`src/rtl/pipe_hazard_unit.sv`:
```
// Hazard controller: tracks destinations DEPTH stages past ID, selects EX
// forwarding sources, and raises load-use stalls, redirect flushes and busy freezes.
module pipe_hazard_unit #(
  parameter int REG_AW   = 5,
  parameter int NPORT    = 2,
  parameter int DEPTH    = 3,
  parameter int LOAD_FWD = 3,
  parameter int CNT_W    = 16,
  parameter int SELW     = $clog2(DEPTH+1)
) (
  input  logic                    clk,
  input  logic                    rst,
  input  logic                    id_valid,
  input  logic [NPORT*REG_AW-1:0] id_rs,
  input  logic [NPORT-1:0]        id_rs_used,
  input  logic [REG_AW-1:0]       id_rd,
  input  logic                    id_we,
  input  logic                    id_load,
  input  logic                    redirect,
  input  logic                    mem_busy,
  output logic [NPORT*SELW-1:0]   fwd_sel,
  output logic                    stall_if_id,
  output logic                    bubble_ex,
  output logic                    flush_if_id,
  output logic [DEPTH-1:0]        stage_we,
  output logic [CNT_W-1:0]        stall_cnt,
  output logic [CNT_W-1:0]        flush_cnt
);

  // Index s-1 holds stage s (index 0 is the instruction in EX).
  logic [DEPTH-1:0]             r_v, r_we, r_ld;
  logic [DEPTH-1:0][REG_AW-1:0] r_rd;
  logic [NPORT-1:0][REG_AW-1:0] r_ex_rs;
  logic [NPORT-1:0]             r_ex_used;
  logic [CNT_W-1:0]             r_stall_cnt, r_flush_cnt;

  logic                         w_lu;
  logic [NPORT-1:0][SELW-1:0]   w_sel;
  logic [NPORT-1:0][REG_AW-1:0] w_id_rs;

  assign w_id_rs = id_rs;

  always_comb begin
    w_lu = 1'b0;
    for (int p = 0; p < NPORT; p++)
      for (int s = 0; s < DEPTH; s++)
        if (id_valid && id_rs_used[p] && r_v[s] && r_we[s] && r_ld[s] &&
            (r_rd[s] == w_id_rs[p]) && (w_id_rs[p] != '0) && (s + 2 < LOAD_FWD))
          w_lu = 1'b1;
  end

  // Scan from the oldest stage down so the nearest producer overrides.
  always_comb begin
    w_sel = '0;
    for (int p = 0; p < NPORT; p++)
      for (int s = DEPTH-1; s >= 1; s--)
        if (r_ex_used[p] && r_v[s] && r_we[s] && (r_rd[s] == r_ex_rs[p]) &&
            (r_ex_rs[p] != '0))
          w_sel[p] = SELW'(s + 1);
  end

  assign stall_if_id = !rst && (mem_busy || w_lu);
  assign bubble_ex   = !rst && !mem_busy && w_lu;
  assign flush_if_id = !rst && !mem_busy && !w_lu && redirect;
  assign fwd_sel     = rst ? '0 : w_sel;
  assign stage_we    = rst ? '0 : (r_v & r_we);
  assign stall_cnt   = rst ? '0 : r_stall_cnt;
  assign flush_cnt   = rst ? '0 : r_flush_cnt;

  always_ff @(posedge clk) begin
    if (rst) begin
      r_v         <= '0;
      r_we        <= '0;
      r_ld        <= '0;
      r_rd        <= '0;
      r_ex_rs     <= '0;
      r_ex_used   <= '0;
      r_stall_cnt <= '0;
      r_flush_cnt <= '0;
    end else if (!mem_busy) begin
      for (int s = DEPTH-1; s >= 1; s--) begin
        r_v[s]  <= r_v[s-1];
        r_we[s] <= r_we[s-1];
        r_ld[s] <= r_ld[s-1];
        r_rd[s] <= r_rd[s-1];
      end
      r_v[0]  <= id_valid & ~w_lu;
      r_we[0] <= id_we    & ~w_lu;
      r_ld[0] <= id_load  & ~w_lu;
      r_rd[0] <= id_rd;
      if (w_lu) begin
        r_ex_used <= '0;
        if (~&r_stall_cnt) r_stall_cnt <= r_stall_cnt + 1'b1;
      end else begin
        r_ex_rs   <= w_id_rs;
        r_ex_used <= id_rs_used & {NPORT{id_valid}};
        if (redirect && ~&r_flush_cnt) r_flush_cnt <= r_flush_cnt + 1'b1;
      end
    end
  end

endmodule

```
`config.mk`:
```
export PLATFORM = sky130hd
export DESIGN_NAME = pipe_hazard_unit
export DESIGN_NICKNAME = d
export VERILOG_FILES = /design/src/rtl/pipe_hazard_unit.sv
export SDC_FILE = /design/constraint.sdc
export NUM_CORES = 1
export LEC_CHECK = 0
export CAP_MARGIN = 10
export CELL_PAD_IN_SITES_DETAIL_PLACEMENT = 1
export CELL_PAD_IN_SITES_GLOBAL_PLACEMENT = 1
export CORE_ASPECT_RATIO = 1.1
export CORE_MARGIN = 8
export CORE_UTILIZATION = 39
export DETAILED_ROUTE_END_ITERATION = 8
export PLACE_DENSITY_LB_ADDON = 0.1
export SLEW_MARGIN = 20
export SYNTH_ARGS = -nofsm -noshare
export SYNTH_HDL_FRONTEND = slang
export SYNTH_SLANG_ARGS = --single-unit
```
`constraint.sdc`:
```
create_clock -name clk -period 3.2 [get_ports clk]
set_input_delay 0.32 -clock clk [delete_from_list [all_inputs] [get_ports clk]]
set_output_delay 0.32 -clock clk [all_outputs]
set_load 0.005 [all_outputs]
```
==> summary.txt, run 1 <==
Yosys
  – Adder-cell share of the synthesized area: 0.00703
  – Mapped Cells: slightly above 400
  – Multiplexer share of the synthesized area: 0.164
  – Largest cells by area after synthesis: dfxtp_1, mux2i_1, nor2_1
  – Synth Area in Simple Gates: 0.314
  – Top post-synthesis cells by count: nor2_1, dfxtp_1, nor2b_1
  – Compound-cell area share of the yosys netlist: 0.0422
  – Distinct cell type count after synthesis: between 40 and 50
  – Ys flop type: dfxtp_1
  – Ys Warns: 0
  – Post-Synth XOR/XNOR Area: 0.0689
  – Top-count cell post-synth: nor2_1
  – Syn nets: 440
  – Post-synth EDFFs: 0
  – Post-synth top area share: 0.371
  – Post-Syn Area per Cell: roughly 8.6 sq um
  – Leading area contributor after synthesis: dfxtp_1
  – Async SR Flop Fraction: 0
  – Synth Cell Area: roughly 0.0036 sq mm
  – Sequential area share after synthesis: 0.371
  – Largest family of logic cells by synthesized area: simple AND/OR/NAND/NOR gates
  – Synthesized flop and latch total: 66

Drt
  – Drt pass-1 iters: 4
  – Via count: 3,237
  – Antenna-violating nets left: 0
  – DRC: 0
  – Routed wire length per instance: approximately 17 microns
  – Drt total wl: a little over 10 mm
  – Starting DRT DRC Count: 66
  – Vias/cell: about 5.4

Timing
  – Final min period: about 3.1 ns
  – Clock skew: between 0.009 and 0.01 ns
  – Worst-margin pin slew: around 0.78 ns
  – Final hold slack: around 0.42 ns
  – Final-report setup violation count: 0
  – Tcrit/Tclk final: 0.958
  – Slew Limit Fails: 0
  – Final hold vios: 0
  – RSZ-0062 raised after global routing: no
  – Setup TNS: 0 ns
  – Slack of the critical path: about 0.13 ns
  – Slew headroom: 0.478
  – Fmax achieved: approximately 0.33 GHz

Worst setup path
  – Crit. End Element: output pin
  – Slowest CP cell: or4_4
  – Critical-path maximum fanout: 5
  – CP arrival: 2.75 ns
  – Critical path class: in -> out
  – RR Startpoint: r_v[0]
  – Worst path max stage delay: approximately 0.55 ns
  – Critical path required time: approximately 2.9 ns
  – Worst setup startpoint: id_rs[3]
  – Crit-path cells: clkdlybuf4s50_1 > xor2_1 > or4_4 > nor4b_4 > buf_4 > nor3_2 > nor2_1 > clkdlybuf4s50_1
  – Startpoint Class: input port
  – Worst path most repeated cell: clkdlybuf4s50_1

Worst hold path
  – Hold_sp: rst
  – Min-Delay Path Class: in -> reg

Global routing
  – Vias in the first global route: between 3k and 4k
  – Grt total ovfl: 0
  – Total track usage: 0.170
  – First-pass GRT wire length: ~17 mm
  – Initial antenna violation count: 0
  – Largest net degree at the start of global routing: between 50 and 60

Pwr
  – Static Leakage: ~1.7 nW
  – Peak VDD IR: between 0.2 and 0.25 mV
  – P per Cell Area: between 300 and 400 mW/mm^2

Placed design
  – Placed cell areas: roughly 0.0043 sq mm
  – Routability Congestion: just over 0.8
  – PortBufs: 65
  – HPWL after DPL: between 7 and 8 mm
  – Cells after DPL: 581
  – Pre-CTS WS: around 0.037 ns

Floorplan
  – Num rows: 36
  – Die Area: 0.0124 sq mm
  – Initial Util: 0.401
  – Die Wd: 107 microns
  – # IOs: between 60 and 70
  – Die Ht: 116 microns
  – Core area: 0.00887 sq mm

Clock tree
  – CTS tree: built
  – CTS buffer count: 9
  – Clk_lat worst skew: approximately 0.34 ns
  – CTS Sinks: 66
  – Post-CTS sizing: 0
  – Root Driver: clkbuf_8
  – Clk buf depth: 2
  – H-tree Lvls: 3
  – Clock transition at path regs: 0.07 ns

Cells and area
  – Ant diodes: 0
  – Synth-to-Final Area Change: 26.8%
  – Finished Cell Area: about 0.0045 sq mm
  – Finished Layout Cells: 598
  – Layout cells sized above 1: 0.122
  – Final #Nets: just over 500

Flow run
  – MaxCap Viol Count: 0

Run status
  – Status: completed
==> kinds of logic after synthesis <==
logic type	count (synthesis)
xor+xnor	28
simple gates	209
mux	55
buf+inv	28
fa+ha+maj	2
compound gates	26
flops	66
==> per-stage QoR <==
step,power (mW),utilization
floorplan,0.980,-
global placement,1.05,0.489
detailed placement,1.06,0.489
CTS,1.66,0.507
global route,1.72,0.509
finish,1.64,0.509
==> worst paths after layout <==
kind / endpoint / slack (ns) / depth (start not counted)
hold reg to reg: r_ld[0] / 0.48 / 2
setup reg to reg: r_stall_cnt[11] / 0.57 / 8
hold / removal: r_rd[4] / 0.42 / 2
setup / recovery: stall_if_id / 0.13 / 8
==> worst max-delay path: cells and delay by family <==
kind                      cells  cell delay [ns]
buffers and inverters         3             1.19
and+or+nand+nor               4             1.04
xor gates and xnor gates      1             0.20
==> per-layer routing <==
layer | wire (microns) | GRT usage | up-vias
met2 | 5300 | 0.302 | 69
met3 | 435 | 0.0381 | 19
met5 | 0 | 0 | -
met1 | 4360 | 0.193 | 1577
met4 | 247 | 0.0667 | 0
li1 | - | - | 1572
==> power breakdown <==
group          internal (mW)  switching (mW)  total (mW)
registers              0.841          0.0255       0.867
logic                 0.0847          0.0862       0.171
clock network          0.274           0.331       0.605
==> placed cells by master, fill, tap and decap left out, types with 15 or more instances in the layout <==
cell type        Yosys  layout
clkdlybuf4s50_1      0      63
dfxtp_1             66      66
mux2_2              23      23
mux2i_1             29      29
nand2_1             17      17
nand3_1             16      16
nor2_1              70      70
nor2b_1             33      33
xor2_1              15      15
==> flip-flops by register name (all words and copies together), names as in the netlist <==
register,flops
r_ex_rs,10
r_ex_used,2
r_flush_cnt,16
r_ld,1
r_rd,15
r_stall_cnt,16
r_v,3
r_we,3
==> layout make-up <==
cell class / instances / area (sq um)
well taps: 114 / 143
clock inverters: 5 / 32.5
multi-input cells: 320 / 2130
repair buffers: 76 / 738
flip-flops and latches: 66 / 1320
clock buffers: 10 / 128
inverters: 7 / 26.3
fillers: 1076 / 4360
==> what timing repair did <==
item,4_1_cts,5_1_grt
setup endpoints to repair,0,3
setup buffers,0,2
hold buffers,0,0
Power figures use the tool's default switching activity.
==> run 2, diff against run 1 <==
--- a/config.mk
+++ b/config.mk
@@ -6,5 +6,5 @@
 export NUM_CORES = 1
 export LEC_CHECK = 0
-export CAP_MARGIN = 10
+export CAP_MARGIN = 20
 export CELL_PAD_IN_SITES_DETAIL_PLACEMENT = 1
 export CELL_PAD_IN_SITES_GLOBAL_PLACEMENT = 1
==> constraint.sdc (replaced) <==
create_clock -name clk -period 3.29 [get_ports clk]
set_input_delay 0.329 -clock clk [delete_from_list [all_inputs] [get_ports clk]]
set_output_delay 0.329 -clock clk [all_outputs]
set_load 0.01 [all_outputs]
==> run 2 against run 1 <==
- critical path depth down 1
- largest power group unchanged
- non-clock buffer count down 1
- critical path type unchanged
- sequential share of layout area down 0.073 points
- combinational power down 3%
- sequential power down 2.8%
- register-to-register slack better by 0.06 ns
- routed wire length down 2.6%
- setup slack better by 0.035 ns
- via count down 1.6%
- cell count down 0.33%
- critical endpoint unchanged
- clock-buffer cell count up 1
- largest cell class unchanged
- die area unchanged
==> summary.txt, run 2 (synthesis results as in run 1) <==
Global routing
  – Grt total ovfl: 0 (unchanged)
  – Largest net degree at the start of global routing: 64 (+10%)
  – Total track usage: 0.168 (-0.00192)
  – Initial antenna violation count: 0 (unchanged)
  – First-pass GRT wire length: 16.7 mm (-2.5%)
  – Vias in the first global route: 3,354 (-3.0%)

Floorplan
  – Die Area: 0.0124 sq mm (unchanged)
  – # IOs: 66 (unchanged)
  – Die Ht: 116 microns (unchanged)
  – Die Wd: 107 microns (unchanged)
  – Num rows: 36 (unchanged)
  – Initial Util: 0.401 (unchanged)
  – Core area: 0.00887 sq mm (unchanged)

Clock tree
  – Post-CTS sizing: 0 (unchanged)
  – Clock transition at path regs: 0.07 ns (about the same)
  – CTS Sinks: 66 (unchanged)
  – CTS buffer count: 9 (unchanged)
  – H-tree Lvls: 3 (unchanged)
  – Clk_lat worst skew: 0.34 ns (about the same)
  – Post-CTS setup buffers: 0 (unchanged)
  – CTS tree: built
  – Cts hold-fix bufs: 0 (unchanged)
  – Clk buf depth: 2 (unchanged)
  – Root Driver: clkbuf_8

Worst setup path
  – Critical-path maximum fanout: 6 (+1)
  – Reg2reg path depth: 7 (-1)
  – Critical path required time: 2.96 ns (+0.08 ns)
  – Worst path bufs/invs: 2 (-1)
  – Reg2reg setup slack: 0.63 ns (+0.06 ns)
  – Critical path class: in -> out
  – RR Startpoint: r_we[0]
  – Worst path most repeated cell: clkdlybuf4s50_1
  – CP arrival: 2.79 ns (+0.04 ns)
  – Crit-path leading delay family: simple AND/OR/NAND/NOR gates
  – Crit-path cells: clkdlybuf4s50_1 > xor2_1 > or4_4 > nor4b_4 > nor3_2 > nor2_1 > clkdlybuf4s50_1
  – Crit. End Element: output pin
  – Startpoint Class: input port
  – FF-to-FF End: r_stall_cnt[11]
  – Slowest CP cell: clkdlybuf4s50_1
  – Worst path max stage delay: 0.57 ns (+0.02 ns)

Cells and area
  – Layout cells sized above 1: 0.120 (-0.00157)
  – Number of fill cells: 1,041 (-3.3%)
  – Commonest non-fill, non-tap cells in the layout: nor2_1, dfxtp_1, clkdlybuf4s50_1
  – Ant diodes: 0 (unchanged)
  – Synth-to-Final Area Change: 27.1%
  – Finished Cell Area: 0.00453 sq mm (+0.25%)
  – Top flop regs: r_flush_cnt (16), r_stall_cnt (16), r_rd (15)
  – Final #Nets: 505 (-0.20%)
  – Fin util: 0.510 (+0.00127)
  – Leading cell type in the layout, fill and taps excluded: nor2_1

Worst hold path
  – Min-Delay Endpoint: r_ld[0]
  – WHS Path Cells: 2 (unchanged)
  – Min-Delay Path Class: reg -> reg
  – Hold_sp: r_ld[0]

Drt
  – Starting DRT DRC Count: 120 (+82%)
  – Routed wire length per instance: 16.9 microns (-2.3%)
  – Drt pass-1 iters: 4 (unchanged)
  – Drt total wl: 10.1 mm (-2.6%)
  – DRC: 0 (unchanged)
  – Via count: 3,186 (-1.6%)
  – Antenna-violating nets left: 0 (unchanged)
  – Vias/cell: 5.35 (-1.2%)

Timing
  – Tcrit/Tclk final: 0.948
  – Final hold vios: 0 (unchanged)
  – Worst-margin pin slew: 0.743 ns (-0.0336 ns)
  – Final min period: around 3.1 ns
  – Final hold slack: 0.493 ns (+0.0744 ns)
  – Slew Limit Fails: 0 (unchanged)
  – Setup TNS: 0 ns (unchanged)
  – Final-report setup violation count: 0 (unchanged)
  – Clock skew: 0.0109 ns (+0.00149 ns)
  – Slew headroom: 0.500 (+0.0226)
  – Fmax achieved: between 0.3 and 0.4 GHz
  – RSZ-0062 raised after global routing: no

Run status
  – Status: completed

Placed design
  – Placed cell areas: 0.00433 sq mm (-0.12%)
  – PortBufs: 65 (unchanged)
  – Routability Congestion: 0.896 (+8.9%)
  – HPWL after DPL: 7.76 mm (-0.52%)

Flow run
  – MaxCap Viol Count: 0 (unchanged)

Pwr
  – Static Leakage: 1.76 nW (+0.93%)
  – Peak VDD IR: 0.219 mV (-4.5%)
  – P per Cell Area: 375 mW/mm^2 (+3.1%)
## run 2: worst max-delay path by stage
stage,from,endpoint,slack [ns],cells after the start
floorplan,id_rs[0],flush_if_id,0.90,6
global placement,id_rs[3],stall_if_id,0.15,7
detailed placement,id_rs[3],stall_if_id,0.18,7
CTS,id_rs[3],stall_if_id,0.17,7
global route,id_rs[3],stall_if_id,0.08,7
finish,id_rs[3],stall_if_id,0.17,7
## run 2: area by class of cell
class / count / area (sq um) / share of cell area
repair buffers: 75 / 718 / 0.159
inverters: 7 / 26.3 / 0.00581
well taps: 114 / 143 / 0.0315
clock buffers: 11 / 151 / 0.0335
clock inverters: 3 / 40.0 / 0.00885
multi-input cells: 320 / 2130 / 0.470
flip-flops and latches: 66 / 1320 / 0.292
## run 2: worst register-to-register path, cell delays in order (launching register included)
cell and delay (ns):
dfxtp_1 0.38, nand3_1 0.17, or4_4 0.53, nor4b_4 0.45, o21ai_2 0.14, buf_4 0.19, nor4_1 0.33, mux2_2 0.37
## run 2: metrics by stage
step / instances / power (mW) / worst slack [ns]
after floorplan: 414 / 0.954 / 0.899
after global placement: 582 / 1.02 / 0.146
after detailed placement: 582 / 1.03 / 0.176
after CTS: 596 / 1.72 / 0.165
after global routing: 596 / 1.77 / 0.0754
final: 596 / 1.70 / 0.170
## run 2: routing by layer
| metal | share of wire | wire [microns] | track usage |
|---|---|---|---|
| met1 | 0.43 | 4350 | 0.193 |
| met2 | 0.51 | 5170 | 0.298 |
| met3 | 0.040 | 401 | 0.0397 |
| met4 | 0.014 | 144 | 0.0582 |
| met5 | 0 | 0 | 0 |
## run 2: where the power goes
group / internal, mW / total (mW) / switching, mW / leakage [nW]
clock network: 0.381 / 0.690 / 0.309 / 0.101
registers: 0.818 / 0.843 / 0.0248 / 0.536
logic: 0.0821 / 0.166 / 0.0839 / 1.12
